[src/rtl/fc_pkg.sv]
// Fast-command shared definitions: code words, request bit indices and the
// 4-bit decode values used when cross-checking against the decoder.
package fc_pkg;

    // 8-bit Hamming code words carried in each 40 MHz frame
    localparam logic [7:0] CODE_IDLE       = 8'hF0;
    localparam logic [7:0] CODE_LINK_RESET = 8'h33;
    localparam logic [7:0] CODE_BCR        = 8'h5A;
    localparam logic [7:0] CODE_SYNC_TRIG  = 8'h55;
    localparam logic [7:0] CODE_L1A_CR     = 8'h66;
    localparam logic [7:0] CODE_CHARGE_INJ = 8'h69;
    localparam logic [7:0] CODE_L1A        = 8'h96;
    localparam logic [7:0] CODE_L1A_BCR    = 8'h99;
    localparam logic [7:0] CODE_WS_START   = 8'hA5;
    localparam logic [7:0] CODE_WS_STOP    = 8'hAA;

    // Bit positions in the request vector
    localparam int unsigned REQ_LINK_RESET = 0;
    localparam int unsigned REQ_BCR        = 1;
    localparam int unsigned REQ_SYNC_TRIG  = 2;
    localparam int unsigned REQ_L1A_CR     = 3;
    localparam int unsigned REQ_CHARGE_INJ = 4;
    localparam int unsigned REQ_L1A        = 5;
    localparam int unsigned REQ_WS_START   = 6;
    localparam int unsigned REQ_WS_STOP    = 7;

    // Decoder-side command identifiers
    typedef enum logic [3:0] {
        CMD_IDLE       = 4'h0,
        CMD_LINK_RESET = 4'h1,
        CMD_BCR        = 4'h2,
        CMD_SYNC_TRIG  = 4'h3,
        CMD_L1A_CR     = 4'h4,
        CMD_CHARGE_INJ = 4'h5,
        CMD_L1A        = 4'h6,
        CMD_L1A_BCR    = 4'h7,
        CMD_WS_START   = 4'h8,
        CMD_WS_STOP    = 4'h9
    } fcCmd_e;

    typedef enum logic {
        ST_INIT,
        ST_RUN
    } schedState_e;

    // Map a command identifier to its on-line code word
    function automatic logic [7:0] cmdCode(input fcCmd_e cmd);
        case (cmd)
            CMD_LINK_RESET: return CODE_LINK_RESET;
            CMD_BCR:        return CODE_BCR;
            CMD_SYNC_TRIG:  return CODE_SYNC_TRIG;
            CMD_L1A_CR:     return CODE_L1A_CR;
            CMD_CHARGE_INJ: return CODE_CHARGE_INJ;
            CMD_L1A:        return CODE_L1A;
            CMD_L1A_BCR:    return CODE_L1A_BCR;
            CMD_WS_START:   return CODE_WS_START;
            CMD_WS_STOP:    return CODE_WS_STOP;
            default:        return CODE_IDLE;
        endcase
    endfunction

endpackage

[src/rtl/fc_scheduler_if.sv]
// Request/status bundle between a command source and the fast-command scheduler.
interface fc_scheduler_if;
    logic [7:0] req;
    logic       clr_err;
    logic       fc;
    logic       frame_start;
    logic [7:0] sent;
    logic       align_done;
    logic [7:0] drop_err;

    modport master (
        output req, clr_err,
        input  fc, frame_start, sent, align_done, drop_err
    );

    modport slave (
        input  req, clr_err,
        output fc, frame_start, sent, align_done, drop_err
    );
endinterface

[src/rtl/fc_prio_sel.sv]
// Combinational priority selector with L1A/BCR merge: picks the code word for
// the next frame and the mask of requests that frame consumes.
module fc_prio_sel
    import fc_pkg::*;
(
    input  logic [7:0] eligible,
    output logic [7:0] code,
    output logic [7:0] clrMask
);

    fcCmd_e cmd;

    // Fixed-priority pick; L1A+BCR together collapse into one merged word
    always_comb begin
        cmd     = CMD_IDLE;
        clrMask = '0;
        if (eligible[REQ_LINK_RESET]) begin
            cmd                     = CMD_LINK_RESET;
            clrMask[REQ_LINK_RESET] = 1'b1;
        end else if (eligible[REQ_L1A] && eligible[REQ_BCR]) begin
            cmd              = CMD_L1A_BCR;
            clrMask[REQ_L1A] = 1'b1;
            clrMask[REQ_BCR] = 1'b1;
        end else if (eligible[REQ_L1A]) begin
            cmd              = CMD_L1A;
            clrMask[REQ_L1A] = 1'b1;
        end else if (eligible[REQ_BCR]) begin
            cmd              = CMD_BCR;
            clrMask[REQ_BCR] = 1'b1;
        end else if (eligible[REQ_L1A_CR]) begin
            cmd                 = CMD_L1A_CR;
            clrMask[REQ_L1A_CR] = 1'b1;
        end else if (eligible[REQ_CHARGE_INJ]) begin
            cmd                     = CMD_CHARGE_INJ;
            clrMask[REQ_CHARGE_INJ] = 1'b1;
        end else if (eligible[REQ_SYNC_TRIG]) begin
            cmd                    = CMD_SYNC_TRIG;
            clrMask[REQ_SYNC_TRIG] = 1'b1;
        end else if (eligible[REQ_WS_START]) begin
            cmd                   = CMD_WS_START;
            clrMask[REQ_WS_START] = 1'b1;
        end else if (eligible[REQ_WS_STOP]) begin
            cmd                  = CMD_WS_STOP;
            clrMask[REQ_WS_STOP] = 1'b1;
        end
        code = cmdCode(cmd);
    end

endmodule

[src/rtl/fc_scheduler.sv]
// Transmit-side fast-command scheduler: serialises one 8-bit code word per
// 40 MHz frame, MSB first, on the 320 MHz line after an IDLE preamble.
// Optional feature macro: FC_PERIODIC_BCR_EN (internal per-orbit BCR).
module fc_scheduler
    import fc_pkg::*;
#(
    parameter int unsigned INIT_IDLE = 16,
    parameter int unsigned ORBIT_LEN = 3564
) (
    input  logic           clk320_aligned,
    input  logic           rst,
    fc_scheduler_if.slave  bus
);

    localparam int unsigned INIT_W = $clog2(INIT_IDLE + 1);

    schedState_e       state;
    schedState_e       stateNext;
    logic [2:0]        cnt;
    logic [7:0]        sh;
    logic [7:0]        pend;
    logic [7:0]        sentQ;
    logic [7:0]        dropErr;
    logic              alignDone;
    logic [INIT_W-1:0] initCnt;

    logic              frameEnd;
    logic              loadRun;
    logic              intBcr;
    logic [7:0]        reqEff;
    logic [7:0]        eligible;
    logic [7:0]        selCode;
    logic [7:0]        selClr;
    logic [7:0]        loadClr;
    logic [7:0]        drop;

    assign frameEnd = (cnt == 3'd7);
    assign loadRun  = frameEnd && (state == ST_RUN);

`ifdef FC_PERIODIC_BCR_EN
    localparam int unsigned ORBIT_W = $clog2(ORBIT_LEN + 1);

    logic [ORBIT_W-1:0] orbitCnt;

    // Orbit frame counter, advancing once per RUN frame selection
    always_ff @(posedge clk320_aligned) begin
        if (rst) begin
            orbitCnt <= '0;
        end else if (loadRun) begin
            if (orbitCnt == ORBIT_W'(ORBIT_LEN - 1)) begin
                orbitCnt <= '0;
            end else begin
                orbitCnt <= orbitCnt + ORBIT_W'(1);
            end
        end
    end

    assign intBcr = loadRun && (orbitCnt == '0);
`else
    logic unusedOrbitLen;
    assign unusedOrbitLen = ^ORBIT_LEN;
    assign intBcr         = 1'b0;
`endif

    // Internal BCR feeds eligibility and pending, but never the drop detector
    assign reqEff   = bus.req | {6'b0, intBcr, 1'b0};
    assign eligible = pend | reqEff;
    assign loadClr  = loadRun ? selClr : '0;
    assign drop     = bus.req & pend & ~loadClr;

    fc_prio_sel u_prioSel (
        .eligible (eligible),
        .code     (selCode),
        .clrMask  (selClr)
    );

    // State register
    always_ff @(posedge clk320_aligned) begin
        if (rst) begin
            state <= ST_INIT;
        end else begin
            state <= stateNext;
        end
    end

    // Next state: leave INIT at the end of the last preamble frame
    always_comb begin
        stateNext = state;
        case (state)
            ST_INIT: begin
                if (frameEnd && (initCnt == INIT_W'(INIT_IDLE - 1))) begin
                    stateNext = ST_RUN;
                end
            end
            ST_RUN:  stateNext = ST_RUN;
            default: stateNext = ST_INIT;
        endcase
    end

    // Preamble frame counter
    always_ff @(posedge clk320_aligned) begin
        if (rst) begin
            initCnt <= '0;
        end else if ((state == ST_INIT) && frameEnd) begin
            initCnt <= initCnt + INIT_W'(1);
        end
    end

    // Frame engine: bit counter and MSB-first shift register
    always_ff @(posedge clk320_aligned) begin
        if (rst) begin
            cnt <= '0;
            sh  <= CODE_IDLE;
        end else begin
            cnt <= cnt + 3'd1;
            if (frameEnd) begin
                sh <= loadRun ? selCode : CODE_IDLE;
            end else begin
                sh <= {sh[6:0], 1'b0};
            end
        end
    end

    // Pending flags, sent pulse, alignment flag and sticky drop flags
    always_ff @(posedge clk320_aligned) begin
        if (rst) begin
            pend      <= '0;
            sentQ     <= '0;
            alignDone <= 1'b0;
            dropErr   <= '0;
        end else begin
            pend      <= (pend | reqEff) & ~loadClr;
            sentQ     <= loadClr;
            alignDone <= (stateNext == ST_RUN);
            dropErr   <= (bus.clr_err ? 8'h00 : dropErr) | drop;
        end
    end

    assign bus.fc         = sh[7];
    // Decoded from the registered bit counter so the first cycle after reset
    // release is already marked as a frame start
    assign bus.frame_start = (cnt == 3'd0) && !rst;
    assign bus.sent        = sentQ;
    assign bus.align_done  = alignDone;
    assign bus.drop_err    = dropErr;

endmodule

[src/flat_wrapper.sv]
// flat-port wrapper written by rule: the top's interface ports become plain ports
module fc_scheduler_flat import fc_pkg::*;
#(
    parameter int unsigned INIT_IDLE = 16,
    parameter int unsigned ORBIT_LEN = 3564
)
  (clk320_aligned, rst, bus_req, bus_clr_err, bus_fc, bus_frame_start, bus_sent, bus_align_done, bus_drop_err);
  fc_scheduler_if bus_i ();
  input  logic clk320_aligned;
  input  logic rst;
  input wire logic [$bits(bus_i.req)-1:0] bus_req;
  input wire logic [$bits(bus_i.clr_err)-1:0] bus_clr_err;
  output wire logic [$bits(bus_i.fc)-1:0] bus_fc;
  output wire logic [$bits(bus_i.frame_start)-1:0] bus_frame_start;
  output wire logic [$bits(bus_i.sent)-1:0] bus_sent;
  output wire logic [$bits(bus_i.align_done)-1:0] bus_align_done;
  output wire logic [$bits(bus_i.drop_err)-1:0] bus_drop_err;
  assign bus_i.req = bus_req;
  assign bus_i.clr_err = bus_clr_err;
  assign bus_fc = bus_i.fc;
  assign bus_frame_start = bus_i.frame_start;
  assign bus_sent = bus_i.sent;
  assign bus_align_done = bus_i.align_done;
  assign bus_drop_err = bus_i.drop_err;
  fc_scheduler #(.INIT_IDLE(INIT_IDLE), .ORBIT_LEN(ORBIT_LEN)) u_core (.clk320_aligned(clk320_aligned), .rst(rst), .bus(bus_i));
endmodule
[config.mk]
export PLATFORM = sky130hd
export DESIGN_NAME = fc_scheduler_flat
export DESIGN_NICKNAME = d
export VERILOG_FILES = /design/src/rtl/fc_pkg.sv /design/src/rtl/fc_scheduler_if.sv /design/src/rtl/fc_prio_sel.sv /design/src/rtl/fc_scheduler.sv /design/src/flat_wrapper.sv
export SDC_FILE = /design/constraint.sdc
export NUM_CORES = 1
export LEC_CHECK = 0
export ABC_CLOCK_PERIOD_IN_PS = 2300
export CAP_MARGIN = 20
export CORE_AREA = 2 2 87 89
export DETAILED_ROUTE_END_ITERATION = 10
export DIE_AREA = 0 0 89 91
export GPL_TIMING_DRIVEN = 0
export HOLD_SLACK_MARGIN = 0.12
export PLACE_DENSITY = 0.54
export RECOVER_POWER = 100
export SYNTH_ARGS = -nofsm -noshare
export SYNTH_HDL_FRONTEND = slang
export SYNTH_SLANG_ARGS = --single-unit
[constraint.sdc]
create_clock -name clk320_aligned -period 2.3 [get_ports clk320_aligned]
set_input_delay 0.345 -clock clk320_aligned [delete_from_list [all_inputs] [get_ports clk320_aligned]]
set_output_delay 0.345 -clock clk320_aligned [all_outputs]
set_load 0.005 [all_outputs]
; ---- After elaboration in Yosys (flattened, before gate mapping)
; Memories as Yosys holds them, arrays and structs flattened.
; Index checks and enable logic that the tools add are counted.
[word_totals]
wordCells = 69
n_memories = 1
inputBits = 11
latchBits = 0
ram_bits = 0
output_inout_bits = 19
regBits = 41
rom_bits = 128
[op_classes]
muxes = 39
addsub = 2
order_cmp = 0
n_div = 0
shifts = 0
n_eq_ne = 2
n_reduce_logical = 8
multipliers = 0
bitwise_logic = 9
[memory_table]
columns = name, depth, word_bits, rd, rd_clocked_by_memory_dff, wr, line_no
row1 = (no name shown), 16, 8, 1, 0, 0, fc_pkg.sv:48  ; case (cmd)
[ops]
columns = cell, count
row1 = $mux W4, 10
row2 = $mux W8, 4
row3 = $and A8 B8 Y8, 3
row4 = $or A8 B8 Y8, 2
row5 = $mux W1, 15
row6 = $mux W2, 6
row7 = $not A8 Y8, 1
row8 = $mux W7, 1
row9 = $mux W3, 2
row10 = $add A5 B1 Y5 const B, 1
row11 = $eq A5 B4 Y1 const B, 1
row12 = $logic_and A1 B1 Y1, 5
row13 = $add A3 B1 Y3 const B, 1
row14 = $eq A3 B3 Y1 const B, 1
row15 = $logic_not A3 Y1, 1
row16 = $not A1 Y1, 3
row17 = $reduce_or A3 Y1, 1
row18 = $pmux W1 S2, 1
row19 = $logic_not A1 Y1, 1

; ---- Depth between registers and ports, before layout
; Gate-level depths: netlist of the first run.
[depth]
ltp_word = 14
ltp_mapped = 9

; ---- Cells and area by module
; From an unflattened synthesis of the first run, not the netlist that was laid out.
[hier_totals]
hier_cells = 200
hier_area_um2 = 1864.3
[modules_own_cells]
columns = module, n_inst, cells_each, seq_area_each_um2, area_each_um2
row1 = fc_scheduler, 1, 152, 820.8, 1532.7
row2 = fc_prio_sel, 1, 48, 0.0, 331.6

; ---- Worst setup path before layout of the first run
; No wires, ideal clock.
[synth_path]
kind = reg2reg
startpoint = register u_core.pend[4]
endpoint = register u_core.sh[1]
path_slack_ps = 244
period_less_slack_ps = 2056
arrival_ps = 1937
path_stages_with_launch = 9
required_ps = 2180
n_path_buf = 0
path_cell_list = dfxtp_1 -> or4_4 -> nor2_1 -> o21a_1 -> inv_1 -> ha_1 -> nand2b_1 -> a21boi_0 -> a211o_1
[synth_between]
elab_chain_len = 10
[synth_rtl]
columns = item, line_no
row1 = "start, declared", fc_scheduler.sv:21  ; logic [7:0] pend;
row2 = "start signal, assigned", fc_scheduler.sv:132  ; pend <= (pend | reqEff) & ~loadClr;
row3 = $or A8 B8 Y8, fc_scheduler.sv:67  ; assign eligible = pend | reqEff;
row4 = $mux W4, fc_prio_sel.sv:33  ; end else if (eligible[REQ_CHARGE_INJ]) begin
row5 = $mux W4, fc_prio_sel.sv:30  ; end else if (eligible[REQ_L1A_CR]) begin
row6 = $mux W4, fc_prio_sel.sv:27  ; end else if (eligible[REQ_BCR]) begin
row7 = $mux W4, fc_prio_sel.sv:24  ; end else if (eligible[REQ_L1A]) begin
row8 = $mux W4, fc_prio_sel.sv:20  ; end else if (eligible[REQ_L1A] && eligible[REQ_BCR]) begin
row9 = $mux W4, fc_prio_sel.sv:17  ; if (eligible[REQ_LINK_RESET]) begin
row10 = $mem_v2 Z16 W8, -
row11 = $mux W8, fc_scheduler.sv:117  ; sh <= loadRun ? selCode : CODE_IDLE;
row12 = $mux W8, fc_scheduler.sv:116  ; if (frameEnd) begin
row13 = "end signal, assigned", fc_scheduler.sv:117
row14 = "end signal, assigned", fc_scheduler.sv:119  ; sh <= {sh[6:0], 1'b0};
row15 = "end, declared", fc_scheduler.sv:20  ; logic [7:0] sh;
; No other way between the ends.
; A chain may end at the register's enable or synchronous reset.

; ---- Final worst setup path of the first run
[layout_path]
startpoint = input port bus_req[5]
endpoint = register u_core.sh[3]
[layout_between]
elab_chain_len = 7
word_cells_on_any_way = 8
classes_between = 5 x mux / 1 x bitwise / 1 x reduce/logical / 1 x memory
[layout_rtl]
columns = item, line_no
row1 = "start, declared", flat_wrapper.sv:11  ; input wire logic [$bits(bus_i.req)-1:0] bus_req;
row2 = $or A8 B8 Y8 (*), fc_scheduler.sv:67
row3 = $mux W4 / $logic_and A1 B1 Y1 (equally long branches), "fc_prio_sel.sv:24, fc_prio_sel.sv:20"
row4 = $mux W4 (*), fc_prio_sel.sv:20
row5 = $mux W4 (*), fc_prio_sel.sv:17
row6 = $mem_v2 Z16 W8 (*), -
row7 = $mux W8 (*), fc_scheduler.sv:117
row8 = $mux W8 (*), fc_scheduler.sv:116
; Every way passes the cells marked *; elsewhere a longest branch is shown, timed or not.

==> metrics.md, run 1 <==
| Metric | Value |
|---|---|
| R2r worst-path depth | 8 |
| Number of flops mapped to enable cells by yosys | 0 |
| Count leader, synth | dfxtp_1 |
| Register bit total from synthesis | 41 |
| CP Launch Type | primary input |
| Clk slew on worst S/H paths | 0.08 ns |
| Port buffer count | 29 |
| Fin nets | 239 |
| Worst hold path type | reg2reg |
| Gate Count Post-Synth | 182 |
| Mux cell area share after synthesis | 1.155% |
| Crit path from | bus_req[5] |
| WS Path Type | in2reg |
| Ant. Diodes | 0 |
| CTS HTree Levels | 2 |
| Iter 0 DRT Violations | 95 |
| Post-Synth XOR/XNOR Area | 1.516% |
| GRT Total Usage | 9.980% |
| CTS Buffer Depth | 2 |
| Fin. Hold Viols | 0 |
| Max_slew headroom | 67.46% |
| Maximum VDD drop | 0.1781 mV |
| Post-synthesis simple-gate area fraction | 27.36% |
| Clk sink count | 41 |
| Die height | 91 um |
| Worst Max-Slew Pin Slew | 0.4881 ns |
| Core Util, Final | 32.45% |
| Vias | 1,392 |
| Core area | 7137 sq um |
| Vias per cell | 4.364 |
| Grt ovf | 0 |
| Crit path max fanout | 5 |
| Area grow syn2layout | 33.65% |
| # fillers | 752 |
| Area leader, netlist | dfxtp_1 |
| Wire per inst | 12.22 um |
| Setup Skew | 0.005263 ns |
| Area contributors post-synth | dfxtp_1 (47%), nor2_1 (6.7%), ha_1 (6.5%) |
| DRT Pass-1 Iters | 4 |
| Chip width | 89 um |
| GR met3 Demand/Resource | 3.818% |
| Async SR Flop Fraction | 0% |
| Hold-fix buffers, CTS | 0 |
| First-pass GRT wire length | 6.341 mm |
| Fmax | 458.3 MHz |
| R2R Path Start | u_core.pend[4]$_SDFF_PP0_ |
| Final WS setup | 0.1179 ns |
| Place WS | -0.5455 ns |
| GRT met2 Usage | 14.49% |
| CTS tree | yes |
| CP endpoint | u_core.sh[3]$_SDFF_PP0_ |
| Initial antenna violation count | 0 |
| Met1 usage | 13.64% |
| Vias in the first global route | 1,276 |
| RSZ-0062 raised after global routing | false |
| Layout cells sized above 1 | 13.64% |
| Worst reg2reg path endpoint | u_core.sh[1]$_SDFF_PP0_ |
| Sequential-to-total area share from yosys stat | 47.36% |
| Inserted Clock Buffers | 5 |
| Initial Utilization | 24.28% |
| Detail Route Antenna Nets | 0 |
| CP endpoint kind | flip-flop |
| Post-synth net total | 202 |
| Status | finished clean |
| Gr busiest metal | met2 |
| Detailed Place HPWL | 2.847 mm |
| Total Wirelength | 3.898 mm |
| Tmin final | 2.182 ns |
| Ys Warns | 0 |
| Root buffer cell | clkbuf_8 |
| Data arrival, critical path | 2.36 ns |
| Max cap viols | 0 |
| I/O pin count | 30 |
| Die area | 8099 sq um |
| Final setup violation count | 0 |
| Synth cell count leaders | dfxtp_1 (41), nor2_1 (31), nor3_1 (16) |
| Power per cell area | 608.0 nW/um^2 |
| Area share of the largest cell type after synthesis | 47.36% |
| DRC | 0 |
| Register-to-register setup slack | 0.16 ns |
| WHS | 0.4383 ns |
| Post-synthesis compound-gate area fraction | 13.00% |
| P_leak | 0.9398 nW |
| Max-slew violations | 0 |
| Library cells used by synthesis | 42 |
| Synthesized area | 1733 sq um |
| Adder-cell share of the synthesized area | 6.498% |
| Most common flop cell mapped by yosys | dfxtp_1 |
| Tcrit/Tclk final | 94.87% |
| Worst-skew pair later-pin latency | 0.29 ns |
| Rows | 31 |
| Worst EP required | 2.48 ns |
| Largest net degree at the start of global routing | 14 |
| Largest family of logic cells by synthesized area | simple AND/OR/NAND/NOR gates |
| Routability cong. | 0.8386 |
| Syn avg cell area | 9.521 sq um |
==> state kept, by name, indices dropped and copies added, names as in the netlist <==
register and count:
u_core.bus.sent 8, u_core.pend 8, u_core.initCnt 5, u_core.sh 8, u_core.cnt 3, u_core.bus.drop_err 8, u_core.bus.align_done 1
==> metal layers <==
metal  vias to the layer above  wire (um)
met5                         -          0
met4                         0         29
met3                         2        204
met2                        33       1703
met1                       629       1959
li1                        728          -
==> worst min-delay path by stage <==
stage                                 start                      end  slack, ns  cells past startpoint
floorplan           u_core.sh[2]$_SDFF_PP0_  u_core.sh[3]$_SDFF_PP0_       0.41                      1
global placement    u_core.sh[2]$_SDFF_PP0_  u_core.sh[3]$_SDFF_PP0_       0.42                      1
detailed placement  u_core.sh[0]$_SDFF_PP0_  u_core.sh[1]$_SDFF_PP0_       0.42                      1
CTS                 u_core.sh[0]$_SDFF_PP0_  u_core.sh[1]$_SDFF_PP0_       0.44                      1
global route        u_core.sh[2]$_SDFF_PP0_  u_core.sh[3]$_SDFF_PP0_       0.48                      1
finish              u_core.sh[0]$_SDFF_PP0_  u_core.sh[1]$_SDFF_PP0_       0.44                      1
==> critical path, cell delays in order <==
cell and delay (ns):
clkdlybuf4s50_1 0.53, or4_4 0.48, o21a_2 0.26, ha_1 0.18
nand2b_1 0.13, and3_1 0.17, a211o_1 0.25
==> report_power, final <==
part	switching [mW]	internal, mW	total (mW)
sequential	0.0210	0.734	0.755
combinational	0.0829	0.0738	0.157
clock	0.253	0.243	0.496
total	0.357	1.05	1.41
==> cells by family (layout without fill, tap and decap cells) <==
kind of cell | count (synthesis) | after routing
AO/OA/AOI/OAI | 27 | 27
XOR/XNOR | 3 | 3
adder cells (fa/ha/maj) | 9 | 9
buffers and inverters | 14 | 52
flip-flops | 41 | 41
multiplexers | 2 | 2
AND/OR/NAND/NOR | 86 | 86
==> cell type report <==
| type | instances | area, sq um | area share [%] |
|---|---|---|---|
| Tap cell | 99 | 123.9 | 5.348 |
| Clock inverter | 2 | 13.76 | 0.5943 |
| Buffer | 6 | 27.53 | 1.189 |
| Clock buffer | 6 | 82.58 | 3.566 |
| Sequential cell | 41 | 820.8 | 35.44 |
| Timing Repair Buffer | 31 | 311.5 | 13.45 |
| Multi-Input combinational cell | 127 | 909.6 | 39.28 |
| Inverter | 7 | 26.28 | 1.135 |
==> stage by stage <==
stage                     cells  TNS, ns  power [mW]  cell area, sq um
after floorplan             182        0      0.8508              1733
after global placement      310   -2.612      0.9175              2147
after detailed placement    310   -2.659      0.9172              2147
after CTS                   318        0       1.423              2286
after global routing        319        0       1.475              2316
final                       319        0       1.408              2316
==> cells in the final DEF (no fill, tap or decap), drive strengths merged, types with 2 or more instances in the layout <==
cell / count
nand2: 9
nor2: 32
nand2b: 2
nor2b: 3
xor2: 2
dfxtp: 41
a32oi: 8
a21boi: 2
or2: 2
a211o: 2
nor4: 3
a22oi: 2
nand4: 3
clkbuf: 12
a31oi: 2
inv: 7
o221ai: 2
a211oi: 3
mux2i: 2
ha: 9
dlymetal6s2s: 3
buf: 2
nor3b: 4
clkdlybuf4s50: 7
dlygate4sd3: 18
a21oi: 2
nand3: 2
clkinv: 2
or4: 3
and3: 2
nor3: 18
==> timing repair <==
item                                    in CTS  in global routing
gates resized for setup                     12                  8
endpoints found under the setup margin       5                  7
pin swaps                                    1                  2
buffers inserted                             0                  2
No activity file was read; power rests on OpenSTA's default activity.
==> run 2: changes to the inputs <==
--- a/config.mk
+++ b/config.mk
@@ -7,13 +7,14 @@
 export LEC_CHECK = 0
 export ABC_CLOCK_PERIOD_IN_PS = 2300
 export CAP_MARGIN = 20
-export CORE_AREA = 2 2 87 89
+export CORE_AREA = 2 2 74 76
 export DETAILED_ROUTE_END_ITERATION = 10
-export DIE_AREA = 0 0 89 91
+export DIE_AREA = 0 0 76 78
 export GPL_TIMING_DRIVEN = 0
 export HOLD_SLACK_MARGIN = 0.12
-export PLACE_DENSITY = 0.54
+export PLACE_DENSITY = 0.66
 export RECOVER_POWER = 100
+export SLEW_MARGIN = 20
 export SYNTH_ARGS = -nofsm -noshare
 export SYNTH_HDL_FRONTEND = slang
 export SYNTH_SLANG_ARGS = --single-unit
==> run 2 against run 1 <==
Effect of this change:
- clock skew up 0.0011 ns
- clock power up 22%
- first-iteration DRC count down 6.3%
- sequential cell count unchanged
- critical path type is now reg2reg
- critical endpoint unchanged
- largest cell class unchanged
==> metrics.md, run 2 (synthesis gave the netlist of run 1 again) <==
| Metric | Value |
|---|---|
| Status | finished clean |
| Commonest non-fill, non-tap cells in the layout | dfxtp_1 (41), nor2_1 (30), dlygate4sd3_1 (18) |
| Worst-skew pair later-pin latency | 0.30 ns |
| Tcrit/Tclk final | 95.94% |
| CP bufs+invs | 2 |
| CP endpoint kind | flip-flop |
| P_leak | 0.9266 nW |
| Ant. Diodes | 0 |
| DRC | 0 |
| Sequential power share | 49.9% |
| Initial Utilization | 34.37% |
| GRT Total Usage | 13.18% |
| CP Launch Type | flip-flop |
| Max_slew headroom | 66.50% |
| Combinational power share | 10.1% |
| Max cap viols | 0 |
| CTS Buffer Depth | 2 |
| Switching Fraction | 23.24% |
| Met3 wire len | 180 um |
| Routability cong. | 0.8226 |
| Setup Skew | 0.006347 ns |
| CTS tree | yes |
| Layout cells sized above 1 | 12.33% |
| Worst EP required | 2.49 ns |
| Fmax | 453.2 MHz |
| Die height | 78 um |
| Worst Max-Slew Pin Slew | 0.5025 ns |
| Rows | 26 |
| Clk slew on worst S/H paths | 0.08 ns |
| # fillers | 513 |
| Vias per cell | 4.827 |
| Crit-path max cell delay | 0.33 ns |
| Hold-fix buffers, CTS | 0 |
| Total Wirelength | 3.646 mm |
| Inserted Clock Buffers | 5 |
| Root buffer cell | clkbuf_8 |
| Tmin final | 2.207 ns |
| Data arrival, critical path | 2.39 ns |
| Slowest cell on crit path | dfxtp_1 |
| DRT met1 WL | 1.673 mm |
| Switch Pwr | 0.3512 mW |
| I/O pin count | 30 |
| RSZ-0062 raised after global routing | true |
| DRT Pass-1 Iters | 4 |
| Vias | 1,395 |
| Crit-path cells | ha_1 > ha_1 > clkbuf_4 > nand2_1 > or2_2 > clkbuf_1 > o21ba_2 > and3_1 > a211o_1 |
| Vias in the first global route | 1,367 |
| First-pass GRT wire length | 6.223 mm |
| Final setup violation count | 0 |
| Chip width | 76 um |
| Most used cell, CP | ha_1 |
| Power Internal | 1.160 mW |
| Area grow syn2layout | 31.62% |
| WHS | 0.4438 ns |
| Highest routed layer | met4 |
| Detailed Place HPWL | 2.765 mm |
| Clk sink count | 41 |
| Dpl cells | 281 |
| Fin cells | 289 |
| Max-slew violations | 0 |
| Met2 WL post-DR | 1.736 mm |
| Commonest non-fill, non-tap cell in the layout | dfxtp_1 |
| CTS HTree Levels | 2 |
| Post-route cell area | 2281 sq um |
| Total Power | 1.511 mW |
| Largest net degree at the start of global routing | 13 |
| Port buffer count | 29 |
| Worst path top cell family by delay | compound AO/OA/AOI/OAI gates |
| Fin nets | 238 |
| Die area | 5928 sq um |
| Grt ovf | 0 |
| Maximum VDD drop | 0.2404 mV |
| DP Area | 2111 sq um |
| Clock network power share | 40.0% |
| Register-to-register setup slack | 0.09 ns |
| Power per cell area | 662.5 nW/um^2 |
| Crit path max fanout | 9 |
| Wire per inst | 12.62 um |
| WS Path Type | reg2reg |
| Detail Route Antenna Nets | 0 |
| Core area | 5042 sq um |
| Fin. Hold Viols | 0 |
| Initial antenna violation count | 0 |
| Worst hold path type | reg2reg |
| Iter 0 DRT Violations | 89 |
[run 2: worst register-to-register path, stage by stage, from the launching register on]
cell and delay [ns]:
dfxtp_1 0.33, ha_1 0.19, ha_1 0.20, clkbuf_4 0.18, nand2_1 0.15, or2_2 0.13
clkbuf_1 0.27, o21ba_2 0.24, and3_1 0.15, a211o_1 0.26
[run 2: final timing paths]
kind                                                end  depth (start not counted)                      from
worst max-delay path            u_core.sh[3]$_SDFF_PP0_                          9  u_core.cnt[0]$_SDFF_PP0_
worst min-delay path            u_core.sh[1]$_SDFF_PP0_                          1   u_core.sh[0]$_SDFF_PP0_
worst max register to register  u_core.sh[3]$_SDFF_PP0_                          9  u_core.cnt[0]$_SDFF_PP0_
worst min register to register  u_core.sh[1]$_SDFF_PP0_                          1   u_core.sh[0]$_SDFF_PP0_
[run 2: per-layer routing]
metal / vias up / global-route usage (%)
li1: 723 / -
met3: 7 / 4.884
met4: 0 / 6.000
met2: 23 / 20.71
met1: 642 / 16.12
met5: - / 0
[run 2: final cells by class]
cell class                      count  area (sq um)  area share (%)
Multi-Input combinational cell    127         898.4           39.39
Sequential cell                    41         820.8           35.98
Timing Repair Buffer               30         301.5           13.22
Tap cell                           70         87.58           3.840
Clock buffer                        7         86.33           3.785
Clock inverter                      1         30.03           1.317
Buffer                              6         30.03           1.317
Inverter                            7         26.28           1.152
[run 2: repair_timing]
item	in CTS	in global routing
gates cloned	0	0
endpoints found under the setup margin	5	5
gates resized for setup	9	7
pin swaps	1	1
buffers inserted	1	0
[run 2: power groups by stage]
| stage | Combinational [mW] | Clock [mW] | Sequential [mW] |
|---|---|---|---|
| detailed placement | 0.148 | 0 | 0.770 |
| CTS | 0.155 | 0.611 | 0.754 |
| global route | 0.170 | 0.646 | 0.758 |
| floorplan | 0.0838 | 0 | 0.767 |
| global placement | 0.146 | 0 | 0.769 |
| finish | 0.152 | 0.605 | 0.754 |
[run 2: through the flow]
step | setup slack, ns | utilization (%) | TNS (ns)
finish | 0.09339 | 45.24 | 0
global route | -0.0006180 | 45.24 | -0.0009142
CTS | 0.02129 | 44.91 | 0
floorplan | 0.2436 | - | 0
detailed placement | -0.5150 | 41.86 | -2.294
global placement | -0.5214 | 41.86 | -2.312
